<file path="config.mk">
export PLATFORM = sky130hd
export DESIGN_NAME = reduce
export DESIGN_NICKNAME = d
export VERILOG_FILES = /design/src/rtl/fe25519_pkg.sv /design/src/rtl/fold19.sv /design/src/rtl/reduce.sv
export SDC_FILE = /design/constraint.sdc
export NUM_CORES = 2
export LEC_CHECK = 0
export CAP_MARGIN = 10
export CORE_MARGIN = 4
export CORE_UTILIZATION = 50
export DETAILED_ROUTE_END_ITERATION = 6
export PLACE_DENSITY_LB_ADDON = 0.1
export REMOVE_ABC_BUFFERS = 1
export SLEW_MARGIN = 30
export SYNTH_ARGS = -nofsm -noshare
export SYNTH_HDL_FRONTEND = slang
export SYNTH_SLANG_ARGS = --single-unit
export TNS_END_PERCENT = 30
</file>
<file path="constraint.sdc">
create_clock -name clk -period 11.35 [get_ports clk]
set_input_delay 1.7025 -clock clk [delete_from_list [all_inputs] [get_ports clk]]
set_output_delay 1.7025 -clock clk [all_outputs]
set_load 0.05 [all_outputs]
</file>
<file path="src/rtl/fe25519_pkg.sv">
// Shared constants and types for the Curve25519 field arithmetic datapath.
// p = 2^255 - 19 and the two fold widths used by the reduction pipeline.
package fe25519_pkg;

  localparam int unsigned FE_W = 255;
  localparam int unsigned C19  = 19;

  // 2^255 - 19: upper 250 bits set, low five bits 5'b01101
  localparam logic [FE_W-1:0] P = {{250{1'b1}}, 5'b01101};

  // lo + 19*hi for a 255-bit hi stays below 2^260
  localparam int unsigned S1_W = 261;
  // lo + 19*h2 for a 6-bit h2 stays below 2p
  localparam int unsigned S2_W = 256;

  typedef logic [FE_W-1:0]   fe_t;
  typedef logic [2*FE_W-1:0] wide_t;

endpackage

</file>
<file path="src/rtl/fold19.sv">
// Folds the bits above 2^255 back into the low word using 2^255 = 19 (mod p).
// sum_o = lo_i + 19*hi_i, with the multiply built from shifts and adds.
module fold19
  import fe25519_pkg::*;
#(
  parameter int unsigned HiW  = 255,
  parameter int unsigned OutW = 261
) (
  input  fe_t              lo_i,
  input  logic [HiW-1:0]   hi_i,
  output logic [OutW-1:0]  sum_o
);

  logic [OutW-1:0] hi_ext;
  logic [OutW-1:0] lo_ext;

  always_comb begin
    hi_ext = OutW'(hi_i);
    lo_ext = OutW'(lo_i);
    // 19*x = 16x + 2x + x
    sum_o  = lo_ext + (hi_ext << 4) + (hi_ext << 1) + hi_ext;
  end

endmodule

</file>
<file path="src/rtl/reduce.sv">
// Three-stage pipeline reducing a 510-bit operand modulo 2^255 - 19 to the
// canonical residue: two folds by 19, then a single conditional subtract of p.
module reduce
  import fe25519_pkg::*;
#(
  parameter int unsigned N = 255
) (
  input  logic           clk,
  input  logic           rst_n,
  input  logic           in_valid,
  input  logic [2*N-1:0] n,
  output logic           out_valid,
  output logic [N-1:0]   r
);

  logic [S1_W-1:0] s1_d, s1_q;
  logic [S2_W-1:0] s2_d, s2_q;
  logic [S2_W-1:0] diff;
  fe_t             r_d, r_q;
  logic [2:0]      valid_q;

  fold19 #(
    .HiW  (FE_W),
    .OutW (S1_W)
  ) u_fold1 (
    .lo_i  (n[FE_W-1:0]),
    .hi_i  (n[2*FE_W-1:FE_W]),
    .sum_o (s1_d)
  );

  fold19 #(
    .HiW  (S1_W - FE_W),
    .OutW (S2_W)
  ) u_fold2 (
    .lo_i  (s1_q[FE_W-1:0]),
    .hi_i  (s1_q[S1_W-1:FE_W]),
    .sum_o (s2_d)
  );

  // s2 < 2p, so one subtraction always lands in [0, p-1]
  always_comb begin
    diff = s2_q - {1'b0, P};
    if (s2_q >= {1'b0, P}) begin
      r_d = diff[FE_W-1:0];
    end else begin
      r_d = s2_q[FE_W-1:0];
    end
  end

  // Data registers load every cycle; only the valid pipe carries meaning.
  always_ff @(posedge clk or negedge rst_n) begin
    if (!rst_n) begin
      s1_q    <= '0;
      s2_q    <= '0;
      r_q     <= '0;
      valid_q <= '0;
    end else begin
      s1_q    <= s1_d;
      s2_q    <= s2_d;
      r_q     <= r_d;
      valid_q <= {valid_q[1:0], in_valid};
    end
  end

  assign out_valid = valid_q[2];
  assign r         = r_q;

endmodule

</file>
; Word-level counts from Yosys, hierarchy flattened
; Index checks and enable logic that the tools add are counted.
[classes]
n_mux = 1
addsub = 7
magnitude_cmp = 1
[ops]
columns = op, n
row1 = 261-bit by 255-bit adder with 261-bit output, 1
row2 = 261-bit by 256-bit adder with 261-bit output, 1
row3 = 255-bit by 259-bit adder with 260-bit output, 1
row4 = 255-bit by 10-bit adder with 256-bit output, 1
row5 = 256-bit by 6-bit adder with 256-bit output, 1
row6 = 256-bit by 7-bit adder with 256-bit output, 1
row7 = "256-bit by 255-bit greater-or-equal comparator with 1-bit output, second input constant", 1
row8 = 255-bit 2-to-1 mux, 1
row9 = "255-bit subtractor, second input constant", 1
[word_totals]
in_bits = 513
register_bits = 775
out_inout_bits = 256
elab_cells = 13

; Longest topological paths before layout
[logic_depth]
ltp_word = 3
ltp_mapped = 36
ltp_nobuf = 35

; Hierarchy
; Synthesis repeated with hierarchy kept, for this count alone.
[hier_totals]
cells_unflattened = 8009
hier_area_um2 = 68663.4
[by_module_without_submodules]
columns = mod, n_inst, cells_each, area_each_um2, seq_area_each_um2
row1 = fold19 (u_fold1), 1, 4710, 33633.5, 0.0
row2 = reduce, 1, 2111, 27421.3, 19393.6
row3 = fold19 (u_fold2), 1, 1188, 7608.5, 0.0

; Worst setup path before layout
; Ideal clock, no wire load.
[synth_path]
path_type = input to register
startpoint = input n[35]
endpoint = register s1_q[247]
path_stages = 32
path_buffers = 1
slack_ns = 1.996
required_time_ns = 11.271
arrival_ns = 9.274
setup_time_ns = 0.079
cell_sequence = ha_1 > buf_2 > nand4_1 > or2_2 > or3_1 > or3_1 > o21ba_2 > a21o_1 > o31ai_1 > a21oi_1 > o21a_1 > o21ai_1 > a21oi_1 > o21ba_2 > o21a_1 > o31ai_1 > xnor2_1 > fa_1 > inv_1 > ha_1 > nand2_1 > nor2_1 > nand3_1 > or4_1 > o21ai_1 > a41oi_1 > o31ai_1 > a21oi_1 > o2bb2ai_1 > o31a_1 > o41ai_1 > xor2_1
[synth_via]
elab_chain_cells = 3
[synth_lines]
columns = element, line_no
row1 = start: declaration, reduce.sv:11  ; input logic [2*N-1:0] n,
row2 = 255-bit by 259-bit adder with 260-bit output, fold19.sv:21  ; sum_o = lo_ext + (hi_ext << 4) + (hi_ext << 1) + hi_ext;
row3 = 261-bit by 256-bit adder with 261-bit output, fold19.sv:21
row4 = 261-bit by 255-bit adder with 261-bit output, fold19.sv:21
row5 = named net s1_d[247], reduce.sv:16  ; logic [S1_W-1:0] s1_d, s1_q;
row6 = end signal: assignment, reduce.sv:53  ; s1_q <= '0;
row7 = end signal: assignment, reduce.sv:58  ; s1_q <= s1_d;
row8 = end: declaration, reduce.sv:16
; The timed path passes the listed nets, and every way through them passes these cells.

; Worst setup path in the final report
[layout_path]
startpoint = input n[287]
endpoint = register s1_q[206]
[layout_via]
elab_chain_cells = 3
[layout_lines]
columns = element, line_no
row1 = 255-bit by 259-bit adder with 260-bit output, fold19.sv:21
row2 = 261-bit by 256-bit adder with 261-bit output, fold19.sv:21
row3 = 261-bit by 255-bit adder with 261-bit output (*), fold19.sv:21
row4 = named net s1_d[206], reduce.sv:16
; The timed path passes the listed nets; every way through them passes the cells marked *.

==> flow_summary.toml <==
[outcome]
outcome = "complete, but fails checks"
violated_checks = "DRC"

[global_routing]
grt_pass1_vias = 72236
grt_antenna_before_repair = 33
grt_use_total_pct = 38.3
maximum_number_of_pins_on_one_net_before_global_route_repair = 195
grt_remaining_overflow = 0
grt_pass1_wl_um = 447000

[timing]
rsz0062_at_grt = "false"
count_of_pins_over_their_slew_limit = 0
final-hold-violation-count = 0
max-slew-margin-rel_pct = 31.9
max_slew.worst_pin.slew_ns = 1.01
setup-violations-final = 0
final.hold.worst_slack_ns = 0.363
period_share_pct = 96.5
layout_min_cycle_time_ns = 10.95
fin_skew_ns = 0.0432
final.setup.tns_ns = 0
timing.fmax_mhz = 91.3

[floorplanning]
die_height_um = 392
floorplan.core_area_um2 = 146000
dieWidth_um = 392
design.die.area_um2 = 153000
fp-row-count = 140
pin_count = 769
initial_cell_density_of_the_core_pct = 50.5

[logic_synthesis]
ys_seq_area_share_pct = 26.3
mappedNetlistArea_um2 = 73600
ys_seq_elements = 775
post_synth_inst_count = 9185
synth_simple_gate_area_share_pct = 19.4
top_cells_by_area_synth = "dfrtp_1, ha_1, xnor2_1"
yosysMostFrequentCell = "inv_1"
post_synth_most_frequent_cells = "inv_1, a21oi_1, nand2_1"
ys_warn_count = 0
synth_async_sr_flop_share_pct = 100
synth_flop_cell = "dfrtp_1"
share_of_synthesized_cell_area_in_full_adder_half_adder_and_majority_cells_pct = 16.3
synthXorXnorAreaFrac_pct = 12.0
synth.lib_cells_used.distinct = 88
synth_enable_flop_cells = 0
syn_avg_cell_area_um2 = 8.02
synth_top_family_by_area = "simple AND/OR/NAND/NOR gates"
synthDominantCellAreaShare_pct = 26.3
synth-compound-area-share_pct = 19.1
post-synth-top-area-cell = "dfrtp_1"
synth_mux_area_share_pct = 0

[critical_path]
critPathCaptureType = "flop"
worst_path_max_delay_cell = "o41ai_1"
worstSetupEndpoint = "s1_q[206]"
critical-path-max-stage-delay_ns = 0.58
critPathArrivalTime_ns = 11.54
crit_path_top_cell_by_count = "buf_4"
timing.critical_path.from = "n[287]"
rr_endpoint = "r[103]"
worstPathRequired_ns = 11.93
category_of_the_worst_setup_path_launch_point = "primary input"
crit_type = "primary input to flop"
timing.reg2reg.setup_slack_ns = 4.96
reg2reg_from = "s2_q[167]"
ff2ff_path_depth = 15
path_buf_inv = 7
path_depth = 37
crit_fanout = 8
worst_path_dominant_cell_family = "compound AO/OA/AOI/OAI gates"

[power]
ir_worst_vdd_mv = 0.292
p_leak_nw = 38.3
areal_power_density_over_the_cells_nw_per_um2 = 249
p_total_mw = 21.7

[clock_network]
cts_tree = "done"
clock_sink_count = 775
clock_insertion_delay_worst_skew_ns = 0.67
clock_transition_at_the_register_clock_pins_on_the_worst_setup_and_hold_paths_after_cts_ns = 0.07
cts.path.max_buffers = 3
cts_hold_buf = 0
clock_tree.htree_level_count = 3
postCtsResizedCells = 0
postCtsSetupBuffers = 0
cts.root.buffer_cell = "clkbuf_16"
numCtsBuffers = 71

[placement]
place.detailed.hpwl_um = 261000
placed_area_um2 = 84600
finalWeightedCongestion = 1.04
port_buffers = 768

[cells_and_area]
utilization_pct = 59.7
fin_nets = 11297
layout.cell_area.non_filler_um2 = 87200
p_r_area_growth_vs_syn_pct = 18.4
final_layout_size_suffix_gt1_share_pct = 4.75

[worst_hold_path]
class_of_the_worst_hold_path = "flop to flop"

[run]
cap_violations = 0

[detailed_routing]
post-route-drc-count = 30
drt_iter0_drc = 8098
drt.antenna.violating_nets = 0
detail_route.wirelength_um = 305000
vias = 74071
post_drt_wl_per_cell_um = 25.5
route.detailed.vias_per_inst = 6.19
dr.pass1.iters = 7
[worst min-delay path by stage]
stage               startpoint          to  slack [ns]  depth (start not counted)
finish              valid_q[1]  valid_q[2]        0.36                          0
global route        valid_q[1]  valid_q[2]        0.36                          0
CTS                 valid_q[1]  valid_q[2]        0.36                          0
detailed placement  valid_q[0]  valid_q[1]        0.34                          0
global placement    valid_q[1]  valid_q[2]        0.34                          0
floorplan           valid_q[0]  valid_q[1]        0.33                          0
[cell usage in the layout (no fill, tap or decap), types with 46 or more instances in the layout]
cell	count
a21boi_0	50
a21o_1	189
a21oi_1	954
a31oi_1	55
and2_1	53
and3_1	120
and4_1	52
buf_4	264
clkbuf_16	72
clkdlybuf4s50_1	767
dfrtp_1	775
fa_1	265
ha_1	533
inv_1	1032
nand2_1	844
nand2b_1	46
nand3_1	275
nand4_1	403
nor2_1	660
nor2b_1	51
nor3_1	186
nor4_1	67
o21a_1	68
o21ai_0	534
o21bai_1	215
o31ai_1	56
xnor2_1	671
xor2_1	339
[sequential cells by signal, indices dropped and copies added, names as in the netlist]
register / flops
r: 255
valid_q: 3
s1_q: 261
s2_q: 256
[cell type report]
type	count	area [µm²]
clock buffer	95	2010
tap	1917	2400
antenna	12	30.0
sequential	775	19400
fill	13089	58700
clock inverter	30	462
inverter	1032	3870
multi-input combinational	7068	49200
timing repair buffer	1038	9780
[through the flow]
| step | setup WS [ns] | std cells |
|---|---|---|
| 6_report | 0.395 | 11967 |
| 2_1_floorplan | 2.01 | 8875 |
| 5_1_grt | 0.00228 | 11956 |
| 3_3_place_gp | 0.00141 | 11828 |
| 4_1_cts | 0.518 | 11953 |
| 3_5_place_dp | -0.0919 | 11828 |
[metal layers]
metal | up-vias | part of all wire (%) | track usage, %
li1 | 33322 | - | -
met1 | 35949 | 41 | 51.8
met2 | 4095 | 44 | 59.9
met3 | 689 | 9.7 | 6.83
met4 | 16 | 5.6 | 17.5
met5 | - | 0.035 | 0
[cell families after synthesis]
family | Yosys count
AOI/OAI and AO/OA | 2341
other | 1
DFF | 775
adders and majority gates | 798
buffers and inverters | 1342
xor gates and xnor gates | 1010
and+or+nand+nor | 2918
[power by group]
group	internal, mW	switching [mW]	leakage (nW)
Sequential	4.24	1.67	9.03
Clock	1.43	1.12	1.20
Combinational	4.67	8.59	28.1
Total	10.3	11.4	38.3
Power figures use the tool's default switching activity.
